--- config.mk ---
export PLATFORM = sky130hd
export DESIGN_NAME = kf_step_ctrl
export DESIGN_NICKNAME = d
export VERILOG_FILES = /design/src/rtl/kf_ctrl_pkg.sv /design/src/rtl/kf_next_stage.sv /design/src/rtl/kf_step_ctrl.sv
export SDC_FILE = /design/constraint.sdc
export NUM_CORES = 1
export LEC_CHECK = 0
export CELL_PAD_IN_SITES_DETAIL_PLACEMENT = 1
export CELL_PAD_IN_SITES_GLOBAL_PLACEMENT = 1
export CORE_AREA = 2 2 73 75
export DETAILED_ROUTE_END_ITERATION = 16
export DIE_AREA = 0 0 75 77
export DONT_BUFFER_PORTS = 1
export MAX_ROUTING_LAYER = met4
export PLACE_DENSITY = 0.6
export SETUP_SLACK_MARGIN = 0.02
export SLEW_MARGIN = 10
export SYNTH_ARGS = -nofsm -noshare
export SYNTH_HDL_FRONTEND = slang
export SYNTH_HIERARCHICAL = 1
export SYNTH_SLANG_ARGS = --single-unit
export TNS_END_PERCENT = 5
--- constraint.sdc ---
create_clock -name clk -period 6.14 [get_ports clk]
set_clock_uncertainty 0.2 [all_clocks]
set_input_delay 1.228 -clock clk [delete_from_list [all_inputs] [get_ports clk]]
set_output_delay 1.228 -clock clk [all_outputs]
set_load 0.02 [all_outputs]
--- src/rtl/kf_ctrl_pkg.sv ---
// Shared constants for the Kalman step controller: sizes, stage indices, masks, FSM encodings.
// Used by kf_step_ctrl and kf_next_stage; watchdog option is KF_STAGE_WDOG_EN in the top.
package kf_ctrl_pkg;

  localparam int unsigned NSTAGE  = 5;
  localparam int unsigned IDX_W   = 3;
  localparam int unsigned CNT_W   = 16;
  localparam int unsigned TMO_CYC = 64;
  localparam int unsigned WD_W    = $clog2(TMO_CYC);
  localparam int unsigned ST_W    = 3;

  localparam logic [IDX_W-1:0] STG_PRED  = 3'd0;
  localparam logic [IDX_W-1:0] STG_PCOV  = 3'd1;
  localparam logic [IDX_W-1:0] STG_GAIN  = 3'd2;
  localparam logic [IDX_W-1:0] STG_XPOST = 3'd3;
  localparam logic [IDX_W-1:0] STG_PPOST = 3'd4;

  localparam logic [NSTAGE-1:0] PRED_MASK = 5'b00011;
  localparam logic [NSTAGE-1:0] ALL_MASK  = 5'b11111;

  localparam logic [ST_W-1:0] ST_IDLE   = 3'd0;
  localparam logic [ST_W-1:0] ST_ISSUE  = 3'd1;
  localparam logic [ST_W-1:0] ST_WAIT   = 3'd2;
  localparam logic [ST_W-1:0] ST_COMMIT = 3'd3;
  localparam logic [ST_W-1:0] ST_OUT    = 3'd4;

endpackage

--- src/rtl/kf_next_stage.sv ---
// Combinational priority finder: lowest set mask bit at or above 'from', plus a none flag.
module kf_next_stage
  import kf_ctrl_pkg::*;
(
  input  logic [NSTAGE-1:0] mask,
  input  logic [IDX_W-1:0]  from,
  output logic [IDX_W-1:0]  nxt_c,
  output logic              none_c
);

  // Scan high to low so the lowest qualifying bit is the last one written.
  always_comb begin
    nxt_c  = '0;
    none_c = 1'b1;
    for (int i = NSTAGE - 1; i >= 0; i--) begin
      if (mask[i] && (IDX_W'(i) >= from)) begin
        nxt_c  = IDX_W'(i);
        none_c = 1'b0;
      end
    end
  end

endmodule

--- src/rtl/kf_step_ctrl.sv ---
// Sequencer for one 2x2 fixed-point Kalman iteration: issues stage starts, commits, hands off result.
// Define KF_STAGE_WDOG_EN to add the per-stage watchdog and the tmo_stage output.
module kf_step_ctrl
  import kf_ctrl_pkg::*;
(
  input  logic              clk,
  input  logic              rst_n,
  input  logic              meas_valid,
  input  logic              predict_only,
  output logic              meas_ready,
  output logic [NSTAGE-1:0] stg_start,
  input  logic [NSTAGE-1:0] stg_done,
  output logic              commit,
  output logic              commit_prior_only,
  output logic              res_valid,
  input  logic              res_ready,
  output logic              busy,
  output logic [CNT_W-1:0]  iter_cnt,
  output logic              err
`ifdef KF_STAGE_WDOG_EN
  ,
  output logic [2:0]        tmo_stage
`endif
);

  logic [ST_W-1:0]   state_q, state_d;
  logic [IDX_W-1:0]  idx_q, idx_d;
  logic [NSTAGE-1:0] mask_q, mask_d;
  logic              pred_q, pred_d;
  logic              err_q, err_d;
  logic [CNT_W-1:0]  iter_cnt_q, iter_cnt_d;
  logic              meas_ready_q, meas_ready_d;
  logic              busy_q, busy_d;
  logic [NSTAGE-1:0] stg_start_q, stg_start_d;
  logic              commit_q, commit_d;
  logic              cpo_q, cpo_d;
  logic              res_valid_q, res_valid_d;

  logic [NSTAGE-1:0] fs_mask_c, cur_oh_c;
  logic [IDX_W-1:0]  fs_from_c, nxt_c;
  logic              none_c, done_hit_c, spur_c;

`ifdef KF_STAGE_WDOG_EN
  logic [WD_W-1:0]   wd_cnt_q, wd_cnt_d;
  logic [IDX_W-1:0]  tmo_stage_q, tmo_stage_d;
`endif

  assign cur_oh_c   = NSTAGE'(1) << idx_q;
  assign done_hit_c = |(stg_done & cur_oh_c);
  assign spur_c     = |(stg_done & ~cur_oh_c);

  // In IDLE the finder sees the mask about to be latched; otherwise it looks above idx.
  assign fs_mask_c = (state_q == ST_IDLE) ? (predict_only ? PRED_MASK : ALL_MASK) : mask_q;
  assign fs_from_c = (state_q == ST_IDLE) ? STG_PRED : idx_q + IDX_W'(1);

  kf_next_stage u_next_stage (
    .mask   (fs_mask_c),
    .from   (fs_from_c),
    .nxt_c  (nxt_c),
    .none_c (none_c)
  );

  always_comb begin
    state_d    = state_q;
    idx_d      = idx_q;
    mask_d     = mask_q;
    pred_d     = pred_q;
    err_d      = err_q;
    iter_cnt_d = iter_cnt_q;
`ifdef KF_STAGE_WDOG_EN
    wd_cnt_d    = wd_cnt_q;
    tmo_stage_d = tmo_stage_q;
`endif
    case (state_q)
      ST_IDLE: begin
        if (meas_valid && meas_ready_q) begin
          mask_d  = fs_mask_c;
          pred_d  = predict_only;
          idx_d   = nxt_c;
          state_d = none_c ? ST_COMMIT : ST_ISSUE;
`ifdef KF_STAGE_WDOG_EN
          tmo_stage_d = '0;
`endif
        end
      end
      ST_ISSUE: begin
        state_d = ST_WAIT;
`ifdef KF_STAGE_WDOG_EN
        wd_cnt_d = '0;
`endif
      end
      ST_WAIT: begin
        if (spur_c) err_d = 1'b1;
        if (done_hit_c) begin
          idx_d   = nxt_c;
          state_d = none_c ? ST_COMMIT : ST_ISSUE;
        end
`ifdef KF_STAGE_WDOG_EN
        else if (wd_cnt_q == WD_W'(TMO_CYC - 1)) begin
          err_d       = 1'b1;
          tmo_stage_d = idx_q;
          state_d     = ST_OUT;
        end else begin
          wd_cnt_d = wd_cnt_q + WD_W'(1);
        end
`endif
      end
      ST_COMMIT: begin
        iter_cnt_d = iter_cnt_q + CNT_W'(1);
        state_d    = ST_OUT;
      end
      ST_OUT: begin
        if (res_valid_q && res_ready) state_d = ST_IDLE;
      end
      default: state_d = ST_IDLE;
    endcase

    // Outputs are registered from the next state; the start pulse follows the ISSUE cycle.
    meas_ready_d = (state_d == ST_IDLE);
    busy_d       = (state_d != ST_IDLE);
    stg_start_d  = (state_q == ST_ISSUE) ? cur_oh_c : '0;
    commit_d     = (state_d == ST_COMMIT);
    cpo_d        = (state_d == ST_COMMIT) && pred_q;
    res_valid_d  = (state_d == ST_OUT);
  end

  always_ff @(posedge clk or negedge rst_n) begin
    if (!rst_n) begin
      state_q      <= ST_IDLE;
      idx_q        <= STG_PRED;
      mask_q       <= ALL_MASK;
      pred_q       <= 1'b0;
      err_q        <= 1'b0;
      iter_cnt_q   <= '0;
      meas_ready_q <= 1'b0;
      busy_q       <= 1'b0;
      stg_start_q  <= '0;
      commit_q     <= 1'b0;
      cpo_q        <= 1'b0;
      res_valid_q  <= 1'b0;
`ifdef KF_STAGE_WDOG_EN
      wd_cnt_q     <= '0;
      tmo_stage_q  <= '0;
`endif
    end else begin
      state_q      <= state_d;
      idx_q        <= idx_d;
      mask_q       <= mask_d;
      pred_q       <= pred_d;
      err_q        <= err_d;
      iter_cnt_q   <= iter_cnt_d;
      meas_ready_q <= meas_ready_d;
      busy_q       <= busy_d;
      stg_start_q  <= stg_start_d;
      commit_q     <= commit_d;
      cpo_q        <= cpo_d;
      res_valid_q  <= res_valid_d;
`ifdef KF_STAGE_WDOG_EN
      wd_cnt_q     <= wd_cnt_d;
      tmo_stage_q  <= tmo_stage_d;
`endif
    end
  end

  assign meas_ready        = meas_ready_q;
  assign busy              = busy_q;
  assign stg_start         = stg_start_q;
  assign commit            = commit_q;
  assign commit_prior_only = cpo_q;
  assign res_valid         = res_valid_q;
  assign iter_cnt          = iter_cnt_q;
  assign err               = err_q;
`ifdef KF_STAGE_WDOG_EN
  assign tmo_stage         = tmo_stage_q;
`endif

endmodule

==> key figures, run 1 <==
CTS
  – Sink Count: 39
  – CTS Buf Count: 5
  – TritonCTS clock tree: done
  – CTS Root Cell: clkbuf_8
  – H-tree depth: 2
  – Max Buffers Root-to-Sink: 2
  – Setup bufs post-CTS: 0
  – Clock transition at the registers of the reported paths: 0.07 ns
  – Post-cts gate resize count: 0
  – Worst skew pair latency: around 0.29 ns
  – Hold-fix buffers, CTS: 0

Worst setup path
  – Max stage delay cell, worst path: or3_1
  – Crit start category: register
  – Crit path cell chain: or3_1 > nor2_1 > a21o_2 > a21bo_1 > a21oi_2 > nor3b_1 > nor3b_1 > o21bai_1 > or3b_2
  – Worst EP arrival: 3.02 ns
  – Flop2flop setup slack: approximately 3 ns
  – Crit-path max cell delay: 0.54 ns
  – Worst Setup End Kind: register
  – Crit path required time: roughly 6.1 ns
  – Worst setup path category: reg -> reg
  – Most common cell on crit path: nor3b_1
  – CP Max Fanout: 10

Synth
  – Unique masters post-synth: 48
  – Share of synthesized flip-flops with an asynchronous set or reset: 100%
  – Register area share after synthesis: 51.1%
  – Post-Syn Instances: between 150 and 200
  – Synth warnings: 6
  – Post-synth top area share: between 40% and 50%
  – Main synth FF type: dfrtp_1
  – Top post-synthesis cells by area: dfrtp_1, dfstp_2, xnor2_1
  – Net Count, Synth: 189
  – Cell Area, Synth: 1920 um^2
  – Post-synth EDFFs: 0
  – Synthesized area per cell: 11.1 um^2
  – #FFs+latches synth: 39
  – Leading area contributor after synthesis: dfrtp_1

GRT
  – Number of global-route vias before repair: 1353
  – All-layer global routing usage: 14.7%
  – Remaining Overflow, GRT: 0
  – Largest net degree at the start of global routing: 40
  – First-pass GRT wire length: roughly 6.3 mm
  – Initial antenna violation count: 0

Placement
  – Dpl cells: 238
  – PortBufs: 0
  – DP Area: 1970 um^2
  – Final HPWL DP: 2.94 mm
  – Placer Congestion: ~0.74

Cells and area
  – Fin nets: 191
  – Non-filler cells, final: approximately 250
  – Area Growth Syn to Fin: 7.29%
  – Final instance area: 2060 um^2
  – Share of cells above drive strength 1: 15.3%
  – Ant. Diodes: 0

Detailed routing
  – DR WL met2: 1.88 mm
  – Met3 WL: about 240 um
  – ANT nets after route: 0
  – Routed via count: 1272
  – DRT iter0 DRCs: 27
  – Highest routed layer: met4
  – DR pass1 iterations: 2
  – WL final: 3.80 mm
  – Metal-1 WL: 1.62 mm
  – WL/cell: 15.4 um
  – DR vias/cell: around 5.2
  – DRC: 0

Die
  – Die W: 75 um
  – Starting density of the core: ~39%
  – Core area: 4980 um^2
  – Row cnt: 26
  – Die Height: around 77 um
  – Die area: just under 6000 um^2
  – Io pins: 37

Power
  – PwrDens: ~420 nW/um^2
  – Share of total power in combinational logic: 33.3%
  – Clock power frac: 19.6%
  – Sw Share: 38.5%
  – Max IR drop VDD: approximately 0.00016 V
  – Sw power: 330 uW
  – P_leak: 0.953 nW
  – Internal power: 528 uW
  – Seq pwr share: between 40% and 50%

STA
  – Fin Setup TNS: 0 ns
  – Final Hold Viols: 0
  – Final Max Tran Viols: 0
  – Final period util: 49.8%
  – Endpoints failing setup: 0
  – Pin slew with the least headroom to its limit: 0.464 ns
  – Max frequency: 327 MHz
  – Worst Hold Slack: 0.282 ns
  – Slew margin rel.: 68.8%
  – RSZ-0062 raised after global routing: false
  – Tmin final: around 3 ns

Outcome
  – Status: finished, final reports clean

Worst hold path
  – Hold Crit Class: reg -> reg

Flow run
  – Max-Cap Viols: 0
per-stage QoR:
stage	setup WS [ns]	power [mW]	util (%)
2_1_floorplan	3.10	0.650	-
3_3_place_gp	2.99	0.691	39.6
3_5_place_dp	2.92	0.700	39.6
4_1_cts	3.05	0.875	41.4
5_1_grt	2.83	0.931	41.4
6_report	3.09	0.858	41.4
synth_stat cells (all sizes together) (5+ instances only):
cell type	instances
nor3b	6
nor2	11
a21o	6
dfstp	5
nand2	19
nand3	6
ha	6
dfrtp	34
inv	8
xnor2	13
sequential cells by signal, summed over array words and instances (netlist names):
signal and count:
busy 1, commit 1, commit_prior_only 1, err 1
idx_q 3, iter_cnt 16, mask_q 5, meas_ready 1
pred_q 1, res_valid 1, state_q 3, stg_start 5
power by group through the flow:
stage	Clock [mW]	Sequential, mW	Combinational (mW)
2_1_floorplan	0	0.382	0.269
3_3_place_gp	0	0.407	0.285
3_5_place_dp	0	0.409	0.291
4_1_cts	0.176	0.405	0.294
5_1_grt	0.190	0.414	0.327
6_report	0.168	0.404	0.286
kinds of logic (layout without fill, tap and decap cells):
family,Yosys count,count (layout),synth area share [%]
buffers and inverters,13,16,3.45
multiplexers,3,3,2.34
flip-flops,39,39,51.1
adder cells (fa/ha/maj),6,6,3.91
AO/OA/AOI/OAI,25,25,11.4
XOR/XNOR,15,15,6.84
AND/OR/NAND/NOR,72,72,21.0
worst max-delay path, delay by kind of cell, from the launching register on:
kind / cells / cell delay (ns)
AO/OA/AOI/OAI: 4 / 0.80
flip-flops: 1 / 0.48
AND/OR/NAND/NOR: 5 / 1.45
worst paths after layout:
kind / start / endpoint / depth (start not counted)
hold reg to reg: pred_q$_DFFE_PN0P_ / pred_q$_DFFE_PN0P_ / 2
setup / recovery: state_q[1]$_DFF_PN0_ / busy$_DFF_PN0_ / 9
hold / removal: pred_q$_DFFE_PN0P_ / pred_q$_DFFE_PN0P_ / 2
setup reg to reg: state_q[1]$_DFF_PN0_ / busy$_DFF_PN0_ / 9
max in group asynchronous: rst_n / mask_q[1]$_DFFE_PN1P_ / 0
min in group asynchronous: rst_n / iter_cnt[13]$_DFFE_PN0N_ / 0
per-layer routing:
layer | GRT usage [%] | up-vias
li1 | - | 599
met1 | 17.1 | 627
met2 | 23.5 | 35
met3 | 4.86 | 11
met4 | 4.82 | 0
met5 | - | -
area by class of cell:
cell class / instances / area (um^2)
fillers: 558 / 2920
multi-input cells: 121 / 873
clock buffers: 5 / 68.8
clock inverters: 3 / 20.0
well taps: 70 / 87.6
flip-flops and latches: 39 / 982
inverters: 8 / 30.0
cells in the final DEF (no fill, tap or decap), types with 2 or more instances in the layout:
cell type   instances
a221oi_1            2
clkinvlp_4          2
nand4_1             3
nand2b_1            4
nor3b_1             6
or3b_2              2
xor2_1              2
clkbuf_8            5
a21o_2              2
nand2_1            19
a21o_1              4
a21oi_1             3
and2_1              2
dfrtp_1            34
xnor2_1            13
and4_1              4
mux2_4              3
nand3_1             6
nor2b_1             2
inv_1               8
o31ai_1             2
and3_1              2
ha_1                6
dfstp_2             5
nor2_1             10
nor3_1              3
or2b_1              2
Note: power is estimated with default switching activity, not from simulation.
==> run 2, diff against run 1 <==
clock period = 3.1 ns   (was 6.14 ns; I/O delays follow)
==> run 2 against run 1 <==
- flip-flop and latch count unchanged
- design area up 4.7%
- via count up 3.1%
- first-iteration DRC count up 120%
- largest cell class unchanged
==> key figures, run 2 (same netlist as run 1, synthesis figures left out) <==
Detailed routing
  – ANT nets after route: 0
  – DR vias/cell: 5.22
  – Routed via count: 1311
  – WL/cell: 16.3 um
  – DRC: 0
  – DR pass1 iterations: 4
  – DRT iter0 DRCs: 59
  – WL final: just over 4 mm

Die
  – Row cnt: 26
  – Io pins: 37
  – Starting density of the core: around two fifths
  – Die area: about 5800 um^2
  – Core area: 4980 um^2
  – Die W: between 70 and 80 um
  – Die Height: ~77 um

Worst setup path
  – Worst EP arrival: 2.90 ns
  – Crit-path max cell delay: 0.55 ns
  – Worst Setup End Kind: register
  – Worst setup path category: reg -> reg
  – Worst R2R End: busy$_DFF_PN0_
  – Flop2flop setup slack: roughly 0.17 ns
  – Critical path's top delay family: simple AND/OR/NAND/NOR gates
  – Crit start category: register
  – Crit path required time: ~3 ns
  – Bufs and invs on worst path: 0
  – Origin of the critical flop-to-flop path: state_q[2]$_DFF_PN0_
  – Setup crit end: busy$_DFF_PN0_
  – Max stage delay cell, worst path: or3_1
  – Stages on worst setup path: 9
  – CP Max Fanout: 9
  – Crit path cell chain: or3_1 > nor2_1 > a21o_2 > a21bo_1 > a21oi_2 > nor3b_1 > nor3b_1 > o21bai_1 > or3b_2
  – Most common cell on crit path: nor3b_1
  – Cells on worst reg2reg path: 9
  – CP startpoint: state_q[2]$_DFF_PN0_

CTS
  – Clock transition at the registers of the reported paths: ~0.080 ns
  – Worst skew pair latency: 0.29 ns
  – Sink Count: 39
  – CTS Root Cell: clkbuf_8
  – Post-cts gate resize count: 0
  – Hold-fix buffers, CTS: 2
  – Setup bufs post-CTS: 0
  – TritonCTS clock tree: done
  – H-tree depth: 2
  – CTS Buf Count: 5
  – Max Buffers Root-to-Sink: 2

Placement
  – Final HPWL DP: 3.03 mm
  – PortBufs: 0
  – Placer Congestion: 0.746
  – DP Worst Slack: around 0.19 ns

STA
  – Pin slew with the least headroom to its limit: 0.479 ns
  – Endpoints failing setup: 0
  – Tmin final: slightly below 3 ns
  – Fin Setup TNS: 0 ns
  – RSZ-0062 raised after global routing: false
  – Final Hold Viols: 0
  – Worst Hold Slack: 0.236 ns
  – Final Max Tran Viols: 0
  – Slew margin rel.: roughly 68%
  – Final period util: 94.4%
  – Max frequency: 342 MHz
  – Worst setup margin: 0.173 ns

Cells and area
  – Ant. Diodes: 0
  – Share of cells above drive strength 1: 16.6%
  – Most common cell after layout, fill and taps aside: dfrtp_1
  – Most frequent cells in the layout: dfrtp_1, nand2_1, xnor2_1
  – Fin nets: 196
  – Area Growth Syn to Fin: 12.3%
  – Max FFs per register: 16

GRT
  – Largest net degree at the start of global routing: 40
  – All-layer global routing usage: 15.6%
  – First-pass GRT wire length: ~6.5 mm
  – Initial antenna violation count: 0
  – Remaining Overflow, GRT: 0
  – Number of global-route vias before repair: 1375

Power
  – Sw Share: a little over a third
  – Share of total power in combinational logic: 33.0%
  – PwrDens: 893 nW/um^2
  – Max IR drop VDD: 0.000334 V
  – Clock power frac: 26.1%
  – Total power: 1.93 mW
  – Sw power: 694 uW
  – Internal power: 1.23 mW
  – Seq pwr share: 41.0%
  – P_leak: 1.01 nW

Outcome
  – Status: finished, final reports clean

Worst hold path
  – Hold Crit Class: in -> reg

Flow run
  – Max-Cap Viols: 0
## run 2: cell count changes in the layout (fill, tap and decap cells not counted), sizes merged
cell,before,now
dlygate4sd3,0,1
buf,0,4
clkinv,1,0
clkbuf,5,6
bufinv,0,2
clkinvlp,2,0
## run 2: power groups by stage
stage	Combinational (mW)	Clock (mW)	Sequential, mW
final	0.635	0.502	0.789
after floorplan	0.532	0	0.756
after CTS	0.645	0.509	0.790
after detailed placement	0.623	0	0.798
after global placement	0.598	0	0.792
after global routing	0.707	0.539	0.804
## run 2: layer usage
| metal | vias up | wire (um) | global-route usage [%] |
|---|---|---|---|
| met5 | - | 0 | - |
| met4 | 0 | 90 | 6.96 |
| met3 | 9 | 219 | 5.12 |
| met2 | 33 | 2060 | 23.8 |
| met1 | 658 | 1730 | 18.4 |
| li1 | 611 | - | - |
## run 2: worst min-delay path by stage
stage                 startpoint                      to  cells after the start
floorplan                  rst_n          busy$_DFF_PN0_                      0
global placement           rst_n  stg_start[1]$_DFF_PN0_                      0
detailed placement         rst_n  stg_start[1]$_DFF_PN0_                      0
CTS                 predict_only      pred_q$_DFFE_PN0P_                      2
global route        predict_only      pred_q$_DFFE_PN0P_                      2
finish              predict_only      pred_q$_DFFE_PN0P_                      2
## run 2: per-stage QoR
stage / utilization (%) / std cells / instance area (um^2)
after floorplan: - / 173 / 1920
after global placement: 40.1 / 241 / 2000
after detailed placement: 40.1 / 241 / 2000
after CTS: 43.4 / 251 / 2160
after global routing: 43.4 / 251 / 2160
final: 43.4 / 251 / 2160
## run 2: final cells by class
type                    count  area [um^2]
fillers                   558         2820
multi-input cells         121          873
flip-flops and latches     39          982
clock buffers               6         72.6
inverters                   8         30.0
well taps                  70         87.6
clock inverters             2         60.1
repair buffers              5         52.6
